--- config.mk ---
export PLATFORM = sky130hd
export DESIGN_NAME = apu_dmc_dma_ctrl_flat
export DESIGN_NICKNAME = d
export VERILOG_FILES = /design/src/rtl/apu_dmc_dma_if.sv /design/src/rtl/apu_dmc_dma_ctrl.sv /design/src/flat_wrapper.sv
export SDC_FILE = /design/constraint.sdc
export NUM_CORES = 1
export LEC_CHECK = 0
export CAP_MARGIN = 15
export CELL_PAD_IN_SITES_DETAIL_PLACEMENT = 1
export CELL_PAD_IN_SITES_GLOBAL_PLACEMENT = 1
export CORE_UTILIZATION = 30
export DETAILED_ROUTE_END_ITERATION = 8
export PLACE_DENSITY_LB_ADDON = 0.2
export SETUP_SLACK_MARGIN = 0.4
export SLEW_MARGIN = 15
export SYNTH_ARGS = -nofsm -noshare
export SYNTH_HDL_FRONTEND = slang
export SYNTH_SLANG_ARGS = --single-unit
--- constraint.sdc ---
create_clock -name clk -period 1.6 [get_ports clk]
set_input_delay 0.24 -clock clk [delete_from_list [all_inputs] [get_ports clk]]
set_output_delay 0.24 -clock clk [all_outputs]
set_load 0.03 [all_outputs]
--- src/rtl/apu_dmc_dma_if.sv ---
// apu_dmc_dma_if
// Groups the DMC request/acknowledge handshake and the CPU bus signals that
// the DMC sample-fetch DMA controller observes or drives.
//   slave  modport : the DMA controller (apu_dmc_dma_ctrl)
//   master modport : the surroundings (DMC channel, CPU core, bus mux)
// Signals:
//   dma_req      level request from the DMC, held until dma_ack
//   dma_address  sample address from the DMC (ADDR_W bits)
//   dma_ack      one-clk pulse, fetched byte valid
//   from_mem     fetched byte, held until the next fetch
//   cpu_r_nw     CPU cycle type of the current cycle (1 = read)
//   mem_data     bus read data
//   cpu_rdy      0 = CPU halted
//   bus_own      1 = DMA drives bus_addr, CPU address masked
//   bus_addr     DMA bus address
interface apu_dmc_dma_if #(
  parameter int ADDR_W = 15
);
  logic              dma_req;
  logic [ADDR_W-1:0] dma_address;
  logic              dma_ack;
  logic [7:0]        from_mem;
  logic              cpu_r_nw;
  logic [7:0]        mem_data;
  logic              cpu_rdy;
  logic              bus_own;
  logic [15:0]       bus_addr;

  modport slave (
    input  dma_req, dma_address, cpu_r_nw, mem_data,
    output dma_ack, from_mem, cpu_rdy, bus_own, bus_addr
  );

  modport master (
    output dma_req, dma_address, cpu_r_nw, mem_data,
    input  dma_ack, from_mem, cpu_rdy, bus_own, bus_addr
  );
endinterface

--- src/rtl/apu_dmc_dma_ctrl.sv ---
// apu_dmc_dma_ctrl
// Services the DMC sample-fetch DMA request: halts the 6502 through cpu_rdy,
// waits for the CPU to stop on a read cycle, burns DUMMY_CYCLES halted
// cycles, then takes the bus for one read of {1'b1, dma_address} and returns
// the byte with a one-clk dma_ack.
// Ports:
//   clk        system clock
//   rst        asynchronous active-high reset
//   cpu_clk    CPU cycle enable, one clk pulse per CPU cycle
//   apu_phase  APU get/put parity, toggles each CPU cycle
//   bus        apu_dmc_dma_if.slave (request/ack handshake and CPU bus)
// Parameters:
//   DUMMY_CYCLES  halted CPU cycles between halt and read (1..3)
// Build option:
//   APU_DMA_PARITY_ALIGN_EN  when defined, the read is forced onto
//   apu_phase=0 by inserting one ALIGN cycle when needed; when undefined the
//   stall is a fixed DUMMY_CYCLES+2 CPU cycles after the halt.
module apu_dmc_dma_ctrl #(
  parameter int DUMMY_CYCLES = 1
) (
  input  logic         clk,
  input  logic         rst,
  input  logic         cpu_clk,
  input  logic         apu_phase,
  apu_dmc_dma_if.slave bus
);

`ifdef APU_DMA_PARITY_ALIGN_EN
  localparam bit PARITY_EN = 1'b1;
`else
  localparam bit PARITY_EN = 1'b0;
`endif

  localparam logic [1:0] CNT_LOAD = 2'(DUMMY_CYCLES - 1);

  typedef enum logic [2:0] {
    IDLE,
    HALT,
    DUMMY,
    ALIGN,
    READ
  } state_t;

  state_t      state, state_n;
  logic [1:0]  cnt, cnt_n;
  logic        cool, cool_n;
  logic        rdy_q, rdy_n;
  logic        own_q, own_n;
  logic [15:0] addr_q, addr_n;
  logic        ack_q, ack_n;
  logic [7:0]  data_q, data_n;

  // State and all outputs are registered; everything moves on cpu_clk
  // except dma_ack, which is cleared on the very next clk so it lasts one clk.
  always_ff @(posedge clk or posedge rst) begin
    if (rst) begin
      state  <= IDLE;
      cnt    <= 2'd0;
      cool   <= 1'b0;
      rdy_q  <= 1'b1;
      own_q  <= 1'b0;
      addr_q <= 16'h0000;
      ack_q  <= 1'b0;
      data_q <= 8'h00;
    end else begin
      state  <= state_n;
      cnt    <= cnt_n;
      cool   <= cool_n;
      rdy_q  <= rdy_n;
      own_q  <= own_n;
      addr_q <= addr_n;
      ack_q  <= ack_n;
      data_q <= data_n;
    end
  end

  // Next-state and next-output logic. 'cool' blocks a still-high dma_req for
  // the one CPU cycle after an ack so back-to-back fetches never merge.
  // A dropped dma_req before READ aborts and releases the CPU; once in READ
  // the fetch always completes.
  always_comb begin
    state_n = state;
    cnt_n   = cnt;
    cool_n  = cool;
    rdy_n   = rdy_q;
    own_n   = own_q;
    addr_n  = addr_q;
    ack_n   = 1'b0;
    data_n  = data_q;

    if (cpu_clk) begin
      cool_n = 1'b0;
      case (state)
        IDLE: begin
          if (bus.dma_req && !cool) begin
            state_n = HALT;
            rdy_n   = 1'b0;
          end
        end
        HALT: begin
          if (!bus.dma_req) begin
            state_n = IDLE;
            rdy_n   = 1'b1;
          end else if (bus.cpu_r_nw) begin
            state_n = DUMMY;
            cnt_n   = CNT_LOAD;
          end
        end
        DUMMY: begin
          if (!bus.dma_req) begin
            state_n = IDLE;
            rdy_n   = 1'b1;
          end else if (cnt != 2'd0) begin
            cnt_n = cnt - 2'd1;
          end else if (PARITY_EN && !apu_phase) begin
            state_n = ALIGN;
          end else begin
            state_n = READ;
            own_n   = 1'b1;
            addr_n  = {1'b1, bus.dma_address};
          end
        end
        ALIGN: begin
          if (!bus.dma_req) begin
            state_n = IDLE;
            rdy_n   = 1'b1;
          end else begin
            state_n = READ;
            own_n   = 1'b1;
            addr_n  = {1'b1, bus.dma_address};
          end
        end
        READ: begin
          state_n = IDLE;
          data_n  = bus.mem_data;
          ack_n   = 1'b1;
          rdy_n   = 1'b1;
          own_n   = 1'b0;
          cool_n  = 1'b1;
        end
        default: begin
          state_n = IDLE;
          rdy_n   = 1'b1;
          own_n   = 1'b0;
        end
      endcase
    end
  end

  assign bus.cpu_rdy  = rdy_q;
  assign bus.bus_own  = own_q;
  assign bus.bus_addr = addr_q;
  assign bus.dma_ack  = ack_q;
  assign bus.from_mem = data_q;

endmodule

--- src/flat_wrapper.sv ---
// flat-port wrapper written by rule: the top's interface ports become plain ports
module apu_dmc_dma_ctrl_flat 
#(
  parameter int DUMMY_CYCLES = 1
)
  (clk, rst, cpu_clk, apu_phase, bus_dma_req, bus_dma_address, bus_cpu_r_nw, bus_mem_data, bus_dma_ack, bus_from_mem, bus_cpu_rdy, bus_bus_own, bus_bus_addr);
  apu_dmc_dma_if #(.ADDR_W(15)) bus_i ();
  input  logic clk;
  input  logic rst;
  input  logic cpu_clk;
  input  logic apu_phase;
  input wire logic [$bits(bus_i.dma_req)-1:0] bus_dma_req;
  input wire logic [$bits(bus_i.dma_address)-1:0] bus_dma_address;
  input wire logic [$bits(bus_i.cpu_r_nw)-1:0] bus_cpu_r_nw;
  input wire logic [$bits(bus_i.mem_data)-1:0] bus_mem_data;
  output wire logic [$bits(bus_i.dma_ack)-1:0] bus_dma_ack;
  output wire logic [$bits(bus_i.from_mem)-1:0] bus_from_mem;
  output wire logic [$bits(bus_i.cpu_rdy)-1:0] bus_cpu_rdy;
  output wire logic [$bits(bus_i.bus_own)-1:0] bus_bus_own;
  output wire logic [$bits(bus_i.bus_addr)-1:0] bus_bus_addr;
  assign bus_i.dma_req = bus_dma_req;
  assign bus_i.dma_address = bus_dma_address;
  assign bus_i.cpu_r_nw = bus_cpu_r_nw;
  assign bus_i.mem_data = bus_mem_data;
  assign bus_dma_ack = bus_i.dma_ack;
  assign bus_from_mem = bus_i.from_mem;
  assign bus_cpu_rdy = bus_i.cpu_rdy;
  assign bus_bus_own = bus_i.bus_own;
  assign bus_bus_addr = bus_i.bus_addr;
  apu_dmc_dma_ctrl #(.DUMMY_CYCLES(DUMMY_CYCLES)) u_core (.clk(clk), .rst(rst), .cpu_clk(cpu_clk), .apu_phase(apu_phase), .bus(bus_i));
endmodule
# --- Yosys cells after proc, flatten, opt, wreduce, memory -nomap -nowiden ---
# Cells that the tools add are included.
op_classes:
  n_addsub: 1
  n_eq_ne: 14
  muxes: 25
  bitwise_logic: 1
  n_reduce_logical: 14
op_table:
  columns: ["operator", "n"]
  rows:
  - ["$mux 16", 3]
  - ["$pmux 16 s2", 1]
  - ["$mux 3", 6]
  - ["$ne 2x2->1 const B", 6]
  - ["$pmux 3 s4", 1]
  - ["$reduce_and 5->1", 2]
  - ["$mux 2", 4]
  - ["$mux 1", 7]
  - ["$eq 3x2->1 const B", 2]
  - ["$ne 3x3->1 const B", 2]
  - ["$reduce_and 6->1", 1]
  - ["$reduce_bool 2->1", 3]
  - ["$ne 2x1->1 const B", 2]
  - ["$pmux 2 s2", 1]
  - ["$reduce_and 4->1", 1]
  - ["$eq 3x1->1 const B", 1]
  - ["$eq 3x3->1 const B", 1]
  - ["$logic_not 3->1", 1]
  - ["$pmux 1 s3", 1]
  - ["$reduce_and 3->1", 1]
  - ["$reduce_or 3->1", 1]
  - ["$pmux 1 s2", 1]
  - ["$reduce_and 2->1", 1]
  - ["$reduce_or 2->1", 1]
  - ["other kinds (4)", 4]
word_totals:
  register_bits: 33
  in_bits: 29
  output_inout_bits: 27
  elab_cells: 63

# --- Longest topological paths before layout ---
depth:
  ltp_word: 4
  ltp_mapped: 6
  depth_no_buf: 5

# --- Worst setup path after synthesis ---
# Ideal clock, no wire load.
synth_timing:
  kind: "flip-flop to flip-flop"
  start: "reg u_core.state[2]"
  end: "reg u_core.addr_q[0], in the netlist u_core.bus.bus_addr[0]"
  setup_ns: 0.125
  arrival_ns: 1.360
  setup_slack_ns: 0.115
  stages_incl_launch_ff: 6
  path_cell_list: "dfrtp_1 -> and3b_1 -> o211a_1 -> buf_6 -> buf_12 -> mux2_4"
synth_via:
  elab_chain_cells: 3
  elab_cells_between_ends: 8
  classes_between: "eq/ne: 5; mux: 1; reduce/logical: 2"
synth_rtl:
  columns: ["item", "line_no", "text"]
  rows:
  - ["from (decl)", "apu_dmc_dma_ctrl.sv:44", "state_t state, state_n;"]
  - ["from (signal assigned)", "apu_dmc_dma_ctrl.sv:66", "state <= state_n;"]
  - ["$eq 3x2->1", "apu_dmc_dma_ctrl.sv:93", "case (state)"]
  - ["$ne 2x2->1 (no line) or $reduce_bool 2->1 (tied branches)", null, null]
  - ["$reduce_and 5->1 (no line)", null, null]
  - ["to (signal assigned)", "apu_dmc_dma_ctrl.sv:71", "addr_q <= addr_n;"]
  - ["to (decl)", "apu_dmc_dma_ctrl.sv:49", "logic [15:0] addr_q, addr_n;"]
# Parallel ways exist; a longest one is shown, timed or not.
# A chain may end at the register's enable or synchronous reset.

# --- Worst setup path in the final report ---
layout_timing:
  start: "reg u_core.state[2]"
  end: "reg u_core.addr_q[8], in the netlist u_core.bus.bus_addr[8]"
# The elaborated chain is that of the path after synthesis.

==> qor.txt <==
Ys Warns -> 0
fin crit period -> 1.51 ns
n_diodes -> 0
worst reg2reg path depth -> 5
R2R Setup Slk -> 0.09 ns
CP Launch Type -> flop
TritonCTS clock tree -> done
P_leak -> 1.19 nW
antenna violations before repair -> 0
die width -> 70.5 um
RSZ-0062 raised after global routing -> yes
clock buffer depth -> 2
Yosys reg bits -> 33
placed cells -> 205
reg-to-reg critical path endpoint -> u_core.bus.bus_addr[8]
root buf cell -> clkbuf_8
worst skew pair latency -> 0.28 ns
hold slack final -> 0.260 ns
H-tree depth -> 2
# nets final -> 211
die height -> 70.5 um
Core ar. -> 4440 sq um
top cells by instance count after synthesis -> dfrtp_1 (32), mux2_2 (16), mux2_4 (7), inv_1 (5)
Setup violations, final -> 0
largest net degree at the start of global routing -> 26
Final Wtd Congestion -> 0.694
Slew Viols, Final -> 0
cell area power density -> 1810 nW/um^2
failing checks -> DRC
placed cell area -> 2090 sq um
period utilization -> 94.2%
layout cell share with drive strength beyond 1 -> 58.0%
Starting Density -> 31.7%
total gr overflow -> 0
most frequent cell after synthesis -> dfrtp_1
Worst Hold Class -> in2async
Worst setup EP type -> flop
number of hold buffers added after CTS -> 0
Die Area -> 4970 sq um
syn avg cell area -> 14.8 sq um
Final Util -> 53.4%
Area Growth Syn to Fin -> 68.5%
gr usage total -> 17.1%
crit-path max FO -> 4
measured slew at the worst slew-check pin -> 0.329 ns
Worst Path Arrival -> 1.67 ns
final hold vios -> 0
first-pass GRT wire length -> 6370 um
Yosys top cell by area -> dfrtp_1
setup TNS -> 0 ns
post-synthesis sequential area ratio -> 58.8%
I/O pin total -> 56
Pre-antenna DRT Iters -> 5
DRC viols -> 2
DRT iter0 DRCs -> 26
antenna-violating nets left -> 0
synthesized cell area -> 1410 sq um
post-synth cell types -> 30
vias -> 1,082
IR drop worst, VDD -> 0.783 mV
crit path launch -> u_core.state[2]
EDFF count, synth -> 0
Worst EP required -> 1.76 ns
final std cells w/o fill -> 233
clk slew on worst S/H paths -> 0.06 ns
ys async rst share -> 100%
CP Class -> reg2reg
Slew headroom -> 78.1%
CTS sink cnt -> 33
maxcap violations -> 0
CTS Buf Count -> 5
top-area cell type share of the netlist area -> 56.9%
Syn Nets -> 125
Filler Cells Inserted -> 452
reg2reg start -> u_core.state[2]
Mapped Cells -> 95
top_reg_cell synth -> dfrtp_1
Clock Skews -> 0.00434 ns
Routed WL per cell -> 18.3 um
fmax -> 663 MHz
Via density -> 4.64
drt total wl -> 4270 um
HPWL after DPL -> 2570 um
Non-Filler Cell Area, Final -> 2370 sq um
status -> finished, violations left
top cells by area, synth -> dfrtp_1 (57%), mux2_2 (13%), mux2_4 (7.5%)
port bufs -> 54
vias in the first global route -> 1,249
# rows -> 24
==> worst max-delay path by stage <==
stage                              endpoint  slack [ns]  depth (start not counted)
floorplan            u_core.bus.bus_addr[0]        0.12                          5
global placement    u_core.bus.bus_addr[13]       -0.15                          5
detailed placement  u_core.bus.bus_addr[13]       -0.18                          5
CTS                 u_core.bus.bus_addr[13]        0.11                          5
global route         u_core.bus.bus_addr[9]        0.07                          5
finish               u_core.bus.bus_addr[8]        0.09                          5
==> report_power, final <==
group | switching, mW | internal, mW | total (mW)
registers | 0.235 | 1.20 | 1.44
logic | 1.17 | 1.06 | 2.23
clock network | 0.285 | 0.341 | 0.626
total | 1.69 | 2.60 | 4.29
==> cell usage in the layout (no fill, tap or decap), drive strengths merged, types with 2 or more instances in the layout <==
cell	instances
a21o	3
a21oi	2
and3b	3
buf	53
clkbuf	8
clkdlybuf4s50	25
dfrtp	32
dlygate4sd2	2
inv	5
mux2	23
mux2i	2
nand2	3
o21ai	2
==> repair_timing <==
action                                  4_1_cts  5_1_grt
cloned                                        2        1
setup buffers                                 6       12
endpoints found under the setup margin       56       47
endpoints found under the hold margin         0        0
gates resized for setup                     115       52
pin swaps                                     1        5
==> critical path, stage by stage, from the launching register on <==
cell	delay [ns]
dfrtp_1	0.40
and3b_2	0.26
o211a_4	0.16
buf_6	0.11
clkbuf_16	0.14
mux2_2	0.32
==> flip-flops by register name, summed over array words and instances (netlist names) <==
register and count:
u_core.bus.bus_addr 16, u_core.bus.from_mem 8, u_core.state 3, u_core.cnt 2, u_core.bus.bus_own 1, u_core.bus.cpu_rdy 1
u_core.bus.dma_ack 1, u_core.cool 1
==> kinds of logic after synthesis <==
| family | count (synthesis) | share of synthesized area (%) |
|---|---|---|
| buf+inv | 9 | 4.27 |
| simple gates | 15 | 8.00 |
| flops | 33 | 58.8 |
| compound gates | 12 | 6.40 |
| mux | 25 | 21.7 |
| fa+ha+maj | 1 | 0.889 |
==> final cells by class <==
type                       instances  area, sq um  share of cell area [%]
sequential                        33          830                    35.0
tap                               52         65.1                    2.74
inverter                           5         18.8                   0.791
multi-input combinational         53          633                    26.7
timing repair buffer              83          739                    31.2
clock buffer                       7         86.3                    3.64
==> per-layer routing <==
| metal | vias to the layer above | wire length, um | track usage [%] |
|---|---|---|---|
| li1 | 502 | - | - |
| met1 | 546 | 1670 | 19.6 |
| met2 | 27 | 2380 | 30.9 |
| met3 | 7 | 152 | 4.18 |
| met4 | 0 | 63 | 6.35 |
| met5 | - | 0 | 0 |
==> per-stage QoR <==
| step | setup WS [ns] | power (mW) |
|---|---|---|
| 3_3_place_gp | -0.153 | 3.42 |
| 4_1_cts | 0.115 | 4.13 |
| 3_5_place_dp | -0.182 | 3.49 |
| 2_1_floorplan | 0.122 | 2.65 |
| 5_1_grt | 0.0675 | 4.52 |
| 6_report | 0.0921 | 4.29 |
No activity file was read; power rests on OpenSTA's default activity.
